File: src/rtl/bufmr_ce_seq_if.sv
// bufmr_ce_seq_if
// Groups the request, lock, and buffer-control signals of one BUFMRCE/BUFR
// sequencer.
//
// Modports:
//   slave  - sequencer side. Receives START, STOP and MMCM_LOCKED.
//            Drives CE, CLR, READY, BUSY, LOCK_LOST and STATE.
//   master - controller side. The direction of every signal is reversed.
//
// Optional macro BUFMR_CE_SEQ_LOSS_CNT_EN adds the 8-bit LOSS_CNT output.
interface bufmr_ce_seq_if;
  logic       START;
  logic       STOP;
  logic       MMCM_LOCKED;
  logic       CE;
  logic       CLR;
  logic       READY;
  logic       BUSY;
  logic       LOCK_LOST;
  logic [2:0] STATE;
`ifdef BUFMR_CE_SEQ_LOSS_CNT_EN
  logic [7:0] LOSS_CNT;

  modport slave (
    input  START, STOP, MMCM_LOCKED,
    output CE, CLR, READY, BUSY, LOCK_LOST, STATE, LOSS_CNT
  );
  modport master (
    output START, STOP, MMCM_LOCKED,
    input  CE, CLR, READY, BUSY, LOCK_LOST, STATE, LOSS_CNT
  );
`else
  modport slave (
    input  START, STOP, MMCM_LOCKED,
    output CE, CLR, READY, BUSY, LOCK_LOST, STATE
  );
  modport master (
    output START, STOP, MMCM_LOCKED,
    input  CE, CLR, READY, BUSY, LOCK_LOST, STATE
  );
`endif
endinterface

File: src/rtl/bufmr_ce_seq.sv
// bufmr_ce_seq
// Sequences the CE pin of a BUFMRCE and the CLR of the BUFRs it feeds, so
// that the multi-region clock starts and stops without glitches.
// The order is fixed:
//   1. The BUFRs are held in clear.
//   2. The BUFMRCE is disabled and allowed to settle.
//   3. CE is raised.
//   4. CLR is released.
// The block runs on a free-running system clock. That clock is independent
// of the buffered clock.
//
// Ports:
//   CLK - free-running system clock
//   RST - synchronous, active-high reset
//   bus - bufmr_ce_seq_if.slave. It carries:
//           inputs  START, STOP, MMCM_LOCKED (asynchronous)
//           outputs CE, CLR, READY, BUSY, LOCK_LOST, STATE[2:0]
//
// Parameters:
//   CE_DLY       - cycles CE stays low in CE_SETTLE (1..255)
//   CLR_DLY      - cycles between a CE change and the CLR change (1..255)
//   LOCK_SYNC    - synchronizer depth on MMCM_LOCKED (2..4)
//   AUTO_RESTART - 1: FAULT goes back to WAIT_LOCK instead of IDLE
//
// Optional macro BUFMR_CE_SEQ_LOSS_CNT_EN adds LOSS_CNT[7:0].
// LOSS_CNT counts entries into FAULT and saturates at 255.
// Only RST clears it.
module bufmr_ce_seq #(
  parameter int CE_DLY       = 4,
  parameter int CLR_DLY      = 8,
  parameter int LOCK_SYNC    = 2,
  parameter int AUTO_RESTART = 0
) (
  input logic           CLK,
  input logic           RST,
  bufmr_ce_seq_if.slave bus
);

  // Reject illegal parameter values when the design is elaborated.
  if (CE_DLY < 1 || CE_DLY > 255 || CLR_DLY < 1 || CLR_DLY > 255 ||
      LOCK_SYNC < 2 || LOCK_SYNC > 4 || AUTO_RESTART < 0 || AUTO_RESTART > 1)
  begin : g_param_error
    $fatal(1, "bufmr_ce_seq attribute error in %m: CE_DLY/CLR_DLY must be 1..255, LOCK_SYNC 2..4, AUTO_RESTART 0..1");
  end

  typedef enum logic [2:0] {
    S_IDLE      = 3'd0,
    S_WAIT_LOCK = 3'd1,
    S_CE_SETTLE = 3'd2,
    S_CE_ON     = 3'd3,
    S_RUN       = 3'd4,
    S_STOP_CLR  = 3'd5,
    S_FAULT     = 3'd6
  } state_t;

  // The counter is loaded with (delay - 1) when a state is entered.
  // The state is left on the cycle the counter reads zero, so the state
  // lasts exactly 'delay' cycles.
  localparam logic [7:0] CE_LOAD  = 8'(CE_DLY - 1);
  localparam logic [7:0] CLR_LOAD = 8'(CLR_DLY - 1);

  logic [LOCK_SYNC-1:0] sync_q;
  logic                 lock_s;
  state_t               state_q;
  state_t               nxt;
  logic [7:0]           cnt_q;
  logic [7:0]           cnt_load;
  logic                 ce_q;
  logic                 clr_q;
  logic                 ready_q;
  logic                 busy_q;
  logic                 lost_q;
  logic                 start_accept;
  logic                 fault_entry;

  assign lock_s = sync_q[LOCK_SYNC-1];

  // Next-state decision. Requests are prioritized in this order:
  //   1. Lock loss. It beats STOP everywhere outside IDLE, WAIT_LOCK and FAULT.
  //   2. STOP.
  //   3. Counter expiry.
  // FAULT always lasts one cycle, even if lock is still missing.
  always_comb begin
    nxt = state_q;
    case (state_q)
      S_IDLE: begin
        if (bus.START && !bus.STOP) nxt = lock_s ? S_CE_SETTLE : S_WAIT_LOCK;
      end
      S_WAIT_LOCK: begin
        if (bus.STOP)    nxt = S_IDLE;
        else if (lock_s) nxt = S_CE_SETTLE;
      end
      S_CE_SETTLE: begin
        if (!lock_s)             nxt = S_FAULT;
        else if (bus.STOP)       nxt = S_IDLE;
        else if (cnt_q == 8'd0)  nxt = S_CE_ON;
      end
      S_CE_ON: begin
        if (!lock_s)             nxt = S_FAULT;
        else if (bus.STOP)       nxt = S_IDLE;
        else if (cnt_q == 8'd0)  nxt = S_RUN;
      end
      S_RUN: begin
        if (!lock_s)       nxt = S_FAULT;
        else if (bus.STOP) nxt = S_STOP_CLR;
      end
      S_STOP_CLR: begin
        if (!lock_s)            nxt = S_FAULT;
        else if (cnt_q == 8'd0) nxt = S_IDLE;
      end
      S_FAULT: begin
        nxt = (AUTO_RESTART != 0) ? S_WAIT_LOCK : S_IDLE;
      end
      default: nxt = S_IDLE;
    endcase
  end

  // Delay to load into the counter for the state being entered.
  always_comb begin
    cnt_load = 8'd0;
    case (nxt)
      S_CE_SETTLE:         cnt_load = CE_LOAD;
      S_CE_ON, S_STOP_CLR: cnt_load = CLR_LOAD;
      default:             cnt_load = 8'd0;
    endcase
  end

  assign start_accept = (state_q == S_IDLE) && (nxt != S_IDLE);
  assign fault_entry  = (nxt == S_FAULT) && (state_q != S_FAULT);

  // Lock synchronizer, state register, delay counter and outputs.
  // The outputs are decoded from the next state. This lets every output
  // change on the same edge as STATE while still coming straight from a
  // flop.
  always_ff @(posedge CLK) begin
    if (RST) begin
      sync_q  <= '0;
      state_q <= S_IDLE;
      cnt_q   <= 8'd0;
      ce_q    <= 1'b0;
      clr_q   <= 1'b1;
      ready_q <= 1'b0;
      busy_q  <= 1'b0;
      lost_q  <= 1'b0;
    end else begin
      sync_q  <= {sync_q[LOCK_SYNC-2:0], bus.MMCM_LOCKED};
      state_q <= nxt;
      if (nxt != state_q)    cnt_q <= cnt_load;
      else if (cnt_q != 8'd0) cnt_q <= cnt_q - 8'd1;
      ce_q    <= (nxt == S_CE_ON) || (nxt == S_RUN) || (nxt == S_STOP_CLR);
      clr_q   <= (nxt != S_RUN);
      ready_q <= (nxt == S_RUN);
      busy_q  <= (nxt != S_IDLE) && (nxt != S_RUN);
      if (start_accept)     lost_q <= 1'b0;
      else if (fault_entry) lost_q <= 1'b1;
    end
  end

  assign bus.CE        = ce_q;
  assign bus.CLR       = clr_q;
  assign bus.READY     = ready_q;
  assign bus.BUSY      = busy_q;
  assign bus.LOCK_LOST = lost_q;
  assign bus.STATE     = state_q;

`ifdef BUFMR_CE_SEQ_LOSS_CNT_EN
  logic [7:0] loss_cnt_q;

  // Lifetime count of lock losses. START leaves it untouched.
  always_ff @(posedge CLK) begin
    if (RST)                                    loss_cnt_q <= 8'd0;
    else if (fault_entry && loss_cnt_q != 8'hFF) loss_cnt_q <= loss_cnt_q + 8'd1;
  end

  assign bus.LOSS_CNT = loss_cnt_q;
`endif

endmodule

File: src/flat_wrapper.sv
// flat-port wrapper written by rule: the top's interface ports become plain ports
module bufmr_ce_seq_flat 
#(
  parameter int CE_DLY       = 4,
  parameter int CLR_DLY      = 8,
  parameter int LOCK_SYNC    = 2,
  parameter int AUTO_RESTART = 0
)
  (CLK, RST, bus_START, bus_STOP, bus_MMCM_LOCKED, bus_CE, bus_CLR, bus_READY, bus_BUSY, bus_LOCK_LOST, bus_STATE);
  bufmr_ce_seq_if bus_i ();
  input logic CLK;
  input logic RST;
  input wire logic [$bits(bus_i.START)-1:0] bus_START;
  input wire logic [$bits(bus_i.STOP)-1:0] bus_STOP;
  input wire logic [$bits(bus_i.MMCM_LOCKED)-1:0] bus_MMCM_LOCKED;
  output wire logic [$bits(bus_i.CE)-1:0] bus_CE;
  output wire logic [$bits(bus_i.CLR)-1:0] bus_CLR;
  output wire logic [$bits(bus_i.READY)-1:0] bus_READY;
  output wire logic [$bits(bus_i.BUSY)-1:0] bus_BUSY;
  output wire logic [$bits(bus_i.LOCK_LOST)-1:0] bus_LOCK_LOST;
  output wire logic [$bits(bus_i.STATE)-1:0] bus_STATE;
  assign bus_i.START = bus_START;
  assign bus_i.STOP = bus_STOP;
  assign bus_i.MMCM_LOCKED = bus_MMCM_LOCKED;
  assign bus_CE = bus_i.CE;
  assign bus_CLR = bus_i.CLR;
  assign bus_READY = bus_i.READY;
  assign bus_BUSY = bus_i.BUSY;
  assign bus_LOCK_LOST = bus_i.LOCK_LOST;
  assign bus_STATE = bus_i.STATE;
  bufmr_ce_seq #(.CE_DLY(CE_DLY), .CLR_DLY(CLR_DLY), .LOCK_SYNC(LOCK_SYNC), .AUTO_RESTART(AUTO_RESTART)) u_core (.CLK(CLK), .RST(RST), .bus(bus_i));
endmodule
File: config.mk
export PLATFORM = sky130hd
export DESIGN_NAME = bufmr_ce_seq_flat
export DESIGN_NICKNAME = d
export VERILOG_FILES = /design/src/rtl/bufmr_ce_seq_if.sv /design/src/rtl/bufmr_ce_seq.sv /design/src/flat_wrapper.sv
export SDC_FILE = /design/constraint.sdc
export NUM_CORES = 1
export LEC_CHECK = 0
export CAP_MARGIN = 20
export CORE_ASPECT_RATIO = 0.7
export CORE_MARGIN = 5
export CORE_UTILIZATION = 47
export CTS_CLUSTER_DIAMETER = 120
export DETAILED_ROUTE_END_ITERATION = 12
export PLACE_DENSITY = 0.73
export SKIP_LAST_GASP = 1
export SLEW_MARGIN = 40
export SYNTH_ARGS = -nofsm -noshare
export SYNTH_HDL_FRONTEND = slang
export SYNTH_SLANG_ARGS = --single-unit
File: constraint.sdc
create_clock -name CLK -period 2.09 [get_ports CLK]
set_input_delay 0.209 -clock CLK [delete_from_list [all_inputs] [get_ports CLK]]
set_output_delay 0.209 -clock CLK [all_outputs]
set_load 0.02 [all_outputs]
==> flow_summary.rst, run 1 <==
.. list-table::
   :header-rows: 1

   * - Metric
     - Value
   * - Ant. Diodes
     - 0
   * - Highest attainable clock frequency
     - about 460 MHz
   * - Leakage power total
     - 0.5205 nW
   * - Netlist area before placement
     - about 970 um^2
   * - Placer Congestion
     - 0.8482
   * - Worst slack at placement
     - -0.07776 ns
   * - Initial core utilization
     - between 50% and 60%
   * - Total routing usage reported by global routing
     - 19.04%
   * - Total CTS buffers
     - 3
   * - RSZ-0062 raised after global routing
     - true
   * - Primary flip-flop cell chosen by synthesis mapping
     - sky130_fd_sc_hd__dfxtp_1
   * - Violated checks
     - setup timing
   * - Final setup slack of the worst path
     - -0.06510 ns
   * - Post-detailed-route count of antenna-violating nets
     - 0
   * - Chip width
     - ~64 um
   * - Switching Power
     - 0.9827 mW
   * - Setup violations, final
     - 2
   * - Die Height
     - roughly 48 um
   * - DR vias
     - ~980
   * - Std cell rows
     - 13
   * - Routed wire per std cell
     - ~16 um
   * - First-pass GRT wire length
     - around 4400 um
   * - Quantity of hold-fixing buffers added after cts
     - 0
   * - Antenna violations before repair
     - 0
   * - Switching share of total power
     - around 43%
   * - Worst voltage drop across the vdd grid
     - 1087 uV
   * - Relative slew slack
     - between 60% and 70%
   * - Share of flip-flops with an asynchronous set or reset after synthesis
     - 0%
   * - Period Utilization, post-route
     - 103.1%
   * - TritonCTS clock tree
     - done
   * - Post-synthesis sequential area ratio
     - a little under two fifths
   * - Synth cell types
     - 46
   * - Core area
     - 0.001903 mm^2
   * - Synthesized netlist cell count
     - 110
   * - Layout cell share with drive strength beyond 1
     - ~30%
   * - Maximum buffer depth of the clock tree
     - 2
   * - Total placed cells including tap cells
     - 160
   * - Worst Path Required
     - 2.31 ns
   * - Post-Syn Nets
     - between 100 and 150
   * - Minimum period implied by the final worst setup slack
     - ~2.2 ns
   * - Input/output buffers
     - 12
   * - Post-synth EDFFs
     - 0
   * - Cell type contributing the most total cell area after synthesis
     - sky130_fd_sc_hd__dfxtp_1
   * - Power density of the placed cells
     - approximately 1700 mW/mm^2
   * - Clk Latency, worst-skew pair
     - ~0.31 ns
   * - Accumulated negative setup slack
     - -0.08693 ns
   * - Total of max-cap violations
     - 0
   * - Critical path capture point type
     - flop
   * - Fin cells
     - ~170
   * - Clock Sink Count
     - 18
   * - Part of the power in registers
     - roughly 25%
   * - DRC violations left
     - 0
   * - Transition at the pin with the smallest max-transition slack
     - approximately 0.54 ns
   * - Synth-to-layout area growth
     - 36.73%
   * - Maximum clock skew at final layout
     - around 0.014 ns
   * - Via density
     - 5.910
   * - Detailed Place HPWL
     - about 1900 um
   * - Worst min-delay path category
     - reg2reg
   * - Layout filler cell count
     - about 170
   * - Largest cells by area after synthesis
     - sky130_fd_sc_hd__dfxtp_1, sky130_fd_sc_hd__nor2_1, sky130_fd_sc_hd__o32ai_4
   * - Ys Warns
     - 0
   * - Kind of start point of the critical path
     - flop
   * - Net count reported at finish
     - between 150 and 200
   * - Internal Power
     - 1.319 mW
   * - Count of routing violations after the opening detailed-route iteration
     - 61
   * - Post-Syn Area per Cell
     - 8.827 um^2
   * - First drt pass iteration count
     - 4
   * - Data arrival time at the worst-slack endpoint
     - ~2.4 ns
   * - Global route total overflow
     - 0
   * - Post-synth top area share
     - approximately 37%
   * - Final wirelength
     - ~2600 um
   * - Max-slew violations
     - 0
   * - Maximum level of the CTS H-tree
     - 1
   * - Class of the most critical setup path
     - reg2reg
   * - Worst-path clk slew
     - roughly 0.1 ns
   * - Worst-path fanout max
     - 4
   * - Comb power frac
     - about two thirds
   * - FF+latch count, synth
     - 18
   * - Clock network fraction of design power
     - approximately a tenth
   * - Die ar.
     - about 0.0031 mm^2
   * - Clock root cell
     - sky130_fd_sc_hd__clkbuf_4
   * - Number of global-route vias before repair
     - about 970
   * - Outcome
     - complete, but fails checks
   * - Total power of the final layout
     - 2.302 mW
   * - Total I/O pin count
     - 13
   * - Pin count of the biggest net entering global routing
     - 12
   * - Final Hold Vio Count
     - 0
-- cells by family (layout without fill, tap and decap cells) --
logic type,count (synthesis),count (layout),synth area share (%)
flops,18,18,37.11
buf+inv,6,40,2.319
simple gates,53,53,31.06
xor+xnor,5,5,4.511
fa+ha+maj,1,1,1.288
compound gates,27,27,23.71
-- worst paths after layout --
| kind | end | startpoint | slack (ns) | depth (start not counted) |
|---|---|---|---|---|
| worst min-delay path | u_core.sync_q[1] | u_core.sync_q[0] | 0.46 | 1 |
| worst min register to register | u_core.sync_q[1] | u_core.sync_q[0] | 0.46 | 1 |
| worst max register to register | u_core.cnt_q[2] | u_core.cnt_q[0] | -0.07 | 8 |
| worst max-delay path | u_core.cnt_q[2] | u_core.cnt_q[0] | -0.07 | 8 |
-- power groups by stage --
stage                     Clock [mW]  Sequential, mW  Combinational, mW
after floorplan                    0           0.628              0.811
after global placement             0           0.564               1.38
after detailed placement           0           0.573               1.40
after CTS                      0.231           0.566               1.47
after global routing           0.250           0.593               1.63
final                          0.228           0.573               1.50
-- cell usage after synthesis, drive strengths merged (2+ instances only) --
cell type / n
o21ai: 4
or3: 2
a221oi: 3
nor2b: 5
nor4: 2
o211ai: 2
or4b: 2
and2: 4
nand2: 5
clkbuf: 2
nand3: 4
xnor2: 3
xor2: 2
o22ai: 2
nor3: 3
inv: 4
a21oi: 5
dfxtp: 18
nor2: 16
nand2b: 3
-- layout make-up --
cell class | count | area [um^2] | area share, %
repair buffers | 32 | 270.3 | 20.36
inverters | 4 | 15.01 | 1.131
multi-input cells | 86 | 616.8 | 46.47
flip-flops and latches | 18 | 361.6 | 27.24
clock buffers | 4 | 36.28 | 2.733
well taps | 22 | 27.53 | 2.074
-- worst max-delay path, stage by stage, from the launching register on --
cell and delay (ns):
sky130_fd_sc_hd__dfxtp_2 0.35, sky130_fd_sc_hd__inv_2 0.07, sky130_fd_sc_hd__ha_4 0.12, sky130_fd_sc_hd__or4b_4 0.48, sky130_fd_sc_hd__o221a_4 0.29, sky130_fd_sc_hd__o32ai_4 0.22, sky130_fd_sc_hd__o211ai_2 0.14, sky130_fd_sc_hd__nor2b_4 0.16
sky130_fd_sc_hd__a221oi_2 0.24
-- registers in the layout, indices dropped and copies added (netlist names) --
name                  cells
u_core.bus.CLR            1
u_core.bus.BUSY           1
u_core.bus.READY          1
u_core.sync_q             2
u_core.bus.CE             1
u_core.bus.STATE          3
u_core.cnt_q              8
u_core.bus.LOCK_LOST      1
-- layer usage --
metal,up-vias,GRT usage [%],wire (um)
li1,475,-,-
met1,460,24.62,1220
met2,41,31.35,1156
met3,5,4.695,180
met4,0,7.317,29
met5,-,0,0
-- cells in the final DEF, fill, tap and decap left out, types with 3 or more instances in the layout --
cell type	count
sky130_fd_sc_hd__dfxtp_1	17
sky130_fd_sc_hd__nand2b_1	3
sky130_fd_sc_hd__nor2b_1	4
sky130_fd_sc_hd__nand2_1	4
sky130_fd_sc_hd__xnor2_1	3
sky130_fd_sc_hd__nor2_1	15
sky130_fd_sc_hd__buf_4	20
sky130_fd_sc_hd__clkdlybuf4s50_1	12
sky130_fd_sc_hd__nor3_1	3
sky130_fd_sc_hd__o21ai_0	3
sky130_fd_sc_hd__a21oi_1	5
sky130_fd_sc_hd__clkbuf_4	3
sky130_fd_sc_hd__nand3_1	4
-- what timing repair did --
action | 4_1_cts | 5_1_grt
pin swaps | 1 | 1
resized for setup | 4 | 3
setup endpoints to repair | 8 | 13
buffers inserted | 3 | 0
-- through the flow --
stage | area, um^2 | hold WS (ns) | util (%)
after floorplan | 983.4 | 0.3242 | -
after global placement | 1259 | 0.4211 | 66.14
after detailed placement | 1259 | 0.4425 | 66.14
after CTS | 1325 | 0.4616 | 69.63
after global routing | 1328 | 0.4613 | 69.76
final | 1328 | 0.4610 | 69.76
Note: power is estimated with default switching activity, not from simulation.
==> inputs of run 2 (changes only) <==
- PLACE_DENSITY: 0.73 -> 0.77
- clock period: 2.09 -> 1.9 ns (I/O delays scaled with it)
==> run 2 against run 1 <==
  * The flow still finishes with violations (setup timing)
  * Die area unchanged
  * Fmax is 2.4% lower
  * Sequential power is 7.3% higher
  * Sequential share of layout area down 3.2 points
  * Largest power group unchanged
==> flow_summary.rst, run 2 (same netlist as run 1, synthesis figures left out) <==
.. list-table::
   :header-rows: 1

   * - Metric
     - Value
   * - Outcome
     - complete, but fails checks
   * - Violated checks
     - setup timing
   * - Number of global-route vias before repair
     - 1039 (+6.9%)
   * - Fin cells
     - 181 (+9.0%)
   * - Total I/O pin count
     - 13 (unchanged)
   * - Net count reported at finish
     - 166 (+9.9%)
   * - Final Cell Area
     - 0.001511 mm^2 (+14%)
   * - DR vias
     - 1087 (+11%)
   * - Worst hold slack across all endpoints
     - 0.4573 ns (-0.003778 ns)
   * - Largest stage delay on the critical path
     - 0.48 ns (about the same)
   * - Power density of the placed cells
     - 2011 mW/mm^2 (+16%)
   * - Count of cells along the worst hold path
     - 2 (+1)
   * - Worst min-delay path category
     - in2reg
   * - Register-to-register setup slack
     - -0.31 ns (-0.24 ns)
   * - Routed wire per std cell
     - 16.59 um (+6.4%)
   * - Count of routing violations after the opening detailed-route iteration
     - 100 (+64%)
   * - Placed Instance Area
     - 0.001336 mm^2 (+6.2%)
   * - RSZ-0062 raised after global routing
     - true
   * - Clock network fraction of design power
     - 7.6% (-2.3 points)
   * - Internal Power
     - 1.769 mW (+34%)
   * - Leakage power total
     - 0.6136 nW (+18%)
   * - Period Utilization, post-route
     - 116.2% (+13 points)
   * - Class of the most critical setup path
     - reg2reg
   * - Flip-flop count of the largest register, all copies and words added
     - 8 (unchanged)
   * - Post-detailed-route count of antenna-violating nets
     - 0 (unchanged)
   * - Total CTS buffers
     - 3 (unchanged)
   * - Grt met2 use
     - 36.11% (+4.8 points)
   * - Global route total overflow
     - 0 (unchanged)
   * - Die Height
     - 48.03 um (unchanged)
   * - Switching Power
     - 1.270 mW (+29%)
   * - Hold path startpoint
     - bus_MMCM_LOCKED
   * - Cell-by-cell trace of the critical path
     - inv_2 -> ha_4 -> or4b_4 -> o221a_4 -> o32ai_4 -> o211ai_2 -> nor2b_4 -> a221oi_2
   * - TritonCTS clock tree
     - done
   * - Layout cell share with drive strength beyond 1
     - 42.77% (+13 points)
   * - Worst Path Required
     - 2.11 ns (-0.20 ns)
   * - Worst R2R Start
     - u_core.cnt_q[0]
   * - Worst-path fanout max
     - 3 (-1)
   * - Hold EP
     - u_core.sync_q[0]
   * - Most used routing layer in global routing
     - met2
   * - Clk Latency, worst-skew pair
     - 0.29 ns (-0.02 ns)
   * - Reg2reg path depth
     - 8 (unchanged)
   * - Critical-path cell with the highest stage delay
     - sky130_fd_sc_hd__or4b_4
   * - Part of the power in registers
     - 20.2% (-4.7 points)
   * - Worst-path clk slew
     - 0.10 ns (about the same)
   * - DRC violations left
     - 0 (unchanged)
   * - Maximum level of the CTS H-tree
     - 1 (unchanged)
   * - Data arrival time at the worst-slack endpoint
     - 2.42 ns (+0.05 ns)
   * - Ant. Diodes
     - 0 (unchanged)
   * - Quantity of hold-fixing buffers added after cts
     - 0 (unchanged)
   * - Worst R2R End
     - u_core.cnt_q[2]
   * - Final Hold Vio Count
     - 0 (unchanged)
   * - Maximum buffer depth of the clock tree
     - 2 (unchanged)
   * - Placer Congestion
     - 0.9337 (+10%)
   * - Relative slew slack
     - 67.97% (+4.1 points)
   * - Highest attainable clock frequency
     - 453.0 MHz (-2.4%)
   * - First drt pass iteration count
     - 4 (unchanged)
   * - Pin count of the biggest net entering global routing
     - 12 (unchanged)
   * - Final wirelength
     - 3002 um (+16%)
   * - Detailed Place HPWL
     - 2028 um (+7.5%)
   * - Die ar.
     - 0.003089 mm^2 (unchanged)
   * - Critical path capture point type
     - flop
   * - Total of max-cap violations
     - 0 (unchanged)
   * - Chip width
     - 64.33 um (unchanged)
   * - Switching share of total power
     - 41.78% (-0.91 points)
   * - Initial core utilization
     - 51.02% (unchanged)
   * - Transition at the pin with the smallest max-transition slack
     - 0.4805 ns (-0.05714 ns)
   * - Setup violations, final
     - 13 (+11)
   * - Commonest cells after routing, fill and taps aside
     - sky130_fd_sc_hd__buf_4, sky130_fd_sc_hd__dfxtp_1, sky130_fd_sc_hd__clkdlybuf4s50_1
   * - Kind of start point of the critical path
     - flop
   * - Core area
     - 0.001903 mm^2 (unchanged)
   * - Total routing usage reported by global routing
     - 20.64% (+1.6 points)
   * - Final setup slack of the worst path
     - -0.3077 ns (-0.2426 ns)
   * - Global-route met3 utilization
     - 5.164% (+0.47 points)
   * - Comb power frac
     - 72.2% (+7.0 points)
   * - Worst voltage drop across the vdd grid
     - 1492 uV (+37%)
   * - Input/output buffers
     - 12 (unchanged)
   * - Clock root cell
     - sky130_fd_sc_hd__clkbuf_4
   * - Antenna violations before repair
     - 0 (unchanged)
   * - Post-layout util
     - 79.42% (+9.7 points)
   * - Synth-to-layout area growth
     - 55.67%
   * - GR Layer Usage met1
     - 24.69% (+0.069 points)
   * - First-pass GRT wire length
     - 4816 um (+9.4%)
   * - Total placed cells including tap cells
     - 170 (+6.3%)
   * - Maximum clock skew at final layout
     - 0.005613 ns (-0.008619 ns)
   * - Std cell rows
     - 13 (unchanged)
   * - Minimum period implied by the final worst setup slack
     - 2.208 ns (+0.05262 ns)
   * - Max-slew violations
     - 0 (unchanged)
   * - Clock Sink Count
     - 18 (unchanged)
   * - Most common cell after layout, fill and taps aside
     - sky130_fd_sc_hd__buf_4
   * - Worst slack at placement
     - -0.2898 ns (-0.2120 ns)
   * - Register containing the most flip-flops in the final layout
     - u_core.cnt_q
   * - Via density
     - 6.006 (+1.6%)
run 2: critical path: cells and delay by family, from the launching register on:
kind / cells / cell delay (ns)
flops: 1 / 0.34
compound gates: 4 / 0.95
buf+inv: 1 / 0.07
fa+ha+maj: 1 / 0.13
simple gates: 2 / 0.65
run 2: power groups by stage:
| stage | clock, mW | sequential (mW) | combinational (mW) |
|---|---|---|---|
| after floorplan | 0 | 0.694 | 0.895 |
| after global placement | 0 | 0.598 | 1.70 |
| after detailed placement | 0 | 0.604 | 1.74 |
| after CTS | 0.238 | 0.608 | 2.00 |
| after global routing | 0.262 | 0.628 | 2.37 |
| final | 0.231 | 0.615 | 2.19 |
run 2: per-stage QoR:
stage | TNS [ns] | total power [mW]
final | -2.654 | 3.039
after global routing | -3.939 | 3.255
after CTS | -1.767 | 2.844
after detailed placement | -2.407 | 2.346
after global placement | -1.605 | 2.295
after floorplan | -0.8872 | 1.588
run 2: final cells by class:
class                      instances  area (um^2)
timing repair buffer              47        394.1
sequential                        18        362.8
clock buffer                       4        36.28
tap                               22        27.53
inverter                           4        15.01
fill                             118        391.6
multi-input combinational         86        675.6
run 2: worst max-delay path by stage:
stage                                  to       startpoint  cells after the start
after global placement    u_core.cnt_q[6]  u_core.cnt_q[1]                     11
after CTS                 u_core.cnt_q[2]  u_core.cnt_q[0]                      8
after floorplan           u_core.cnt_q[2]  u_core.cnt_q[0]                      8
after detailed placement  u_core.cnt_q[2]  u_core.cnt_q[0]                      8
final                     u_core.cnt_q[2]  u_core.cnt_q[0]                      8
after global routing      u_core.cnt_q[2]  u_core.cnt_q[0]                      8
run 2: repair_timing:
action,4_1_cts,5_1_grt
setup endpoints to repair,13,15
cloned,0,0
hold endpoints to repair,0,0
pin swaps,11,3
gates resized for setup,15,6
setup buffers,6,4
run 2: layer usage:
metal / routed length, um / up-vias
met4: 75 / 0
li1: - / 506
met2: 1384 / 68
met5: 0 / -
met1: 1247 / 500
met3: 295 / 13
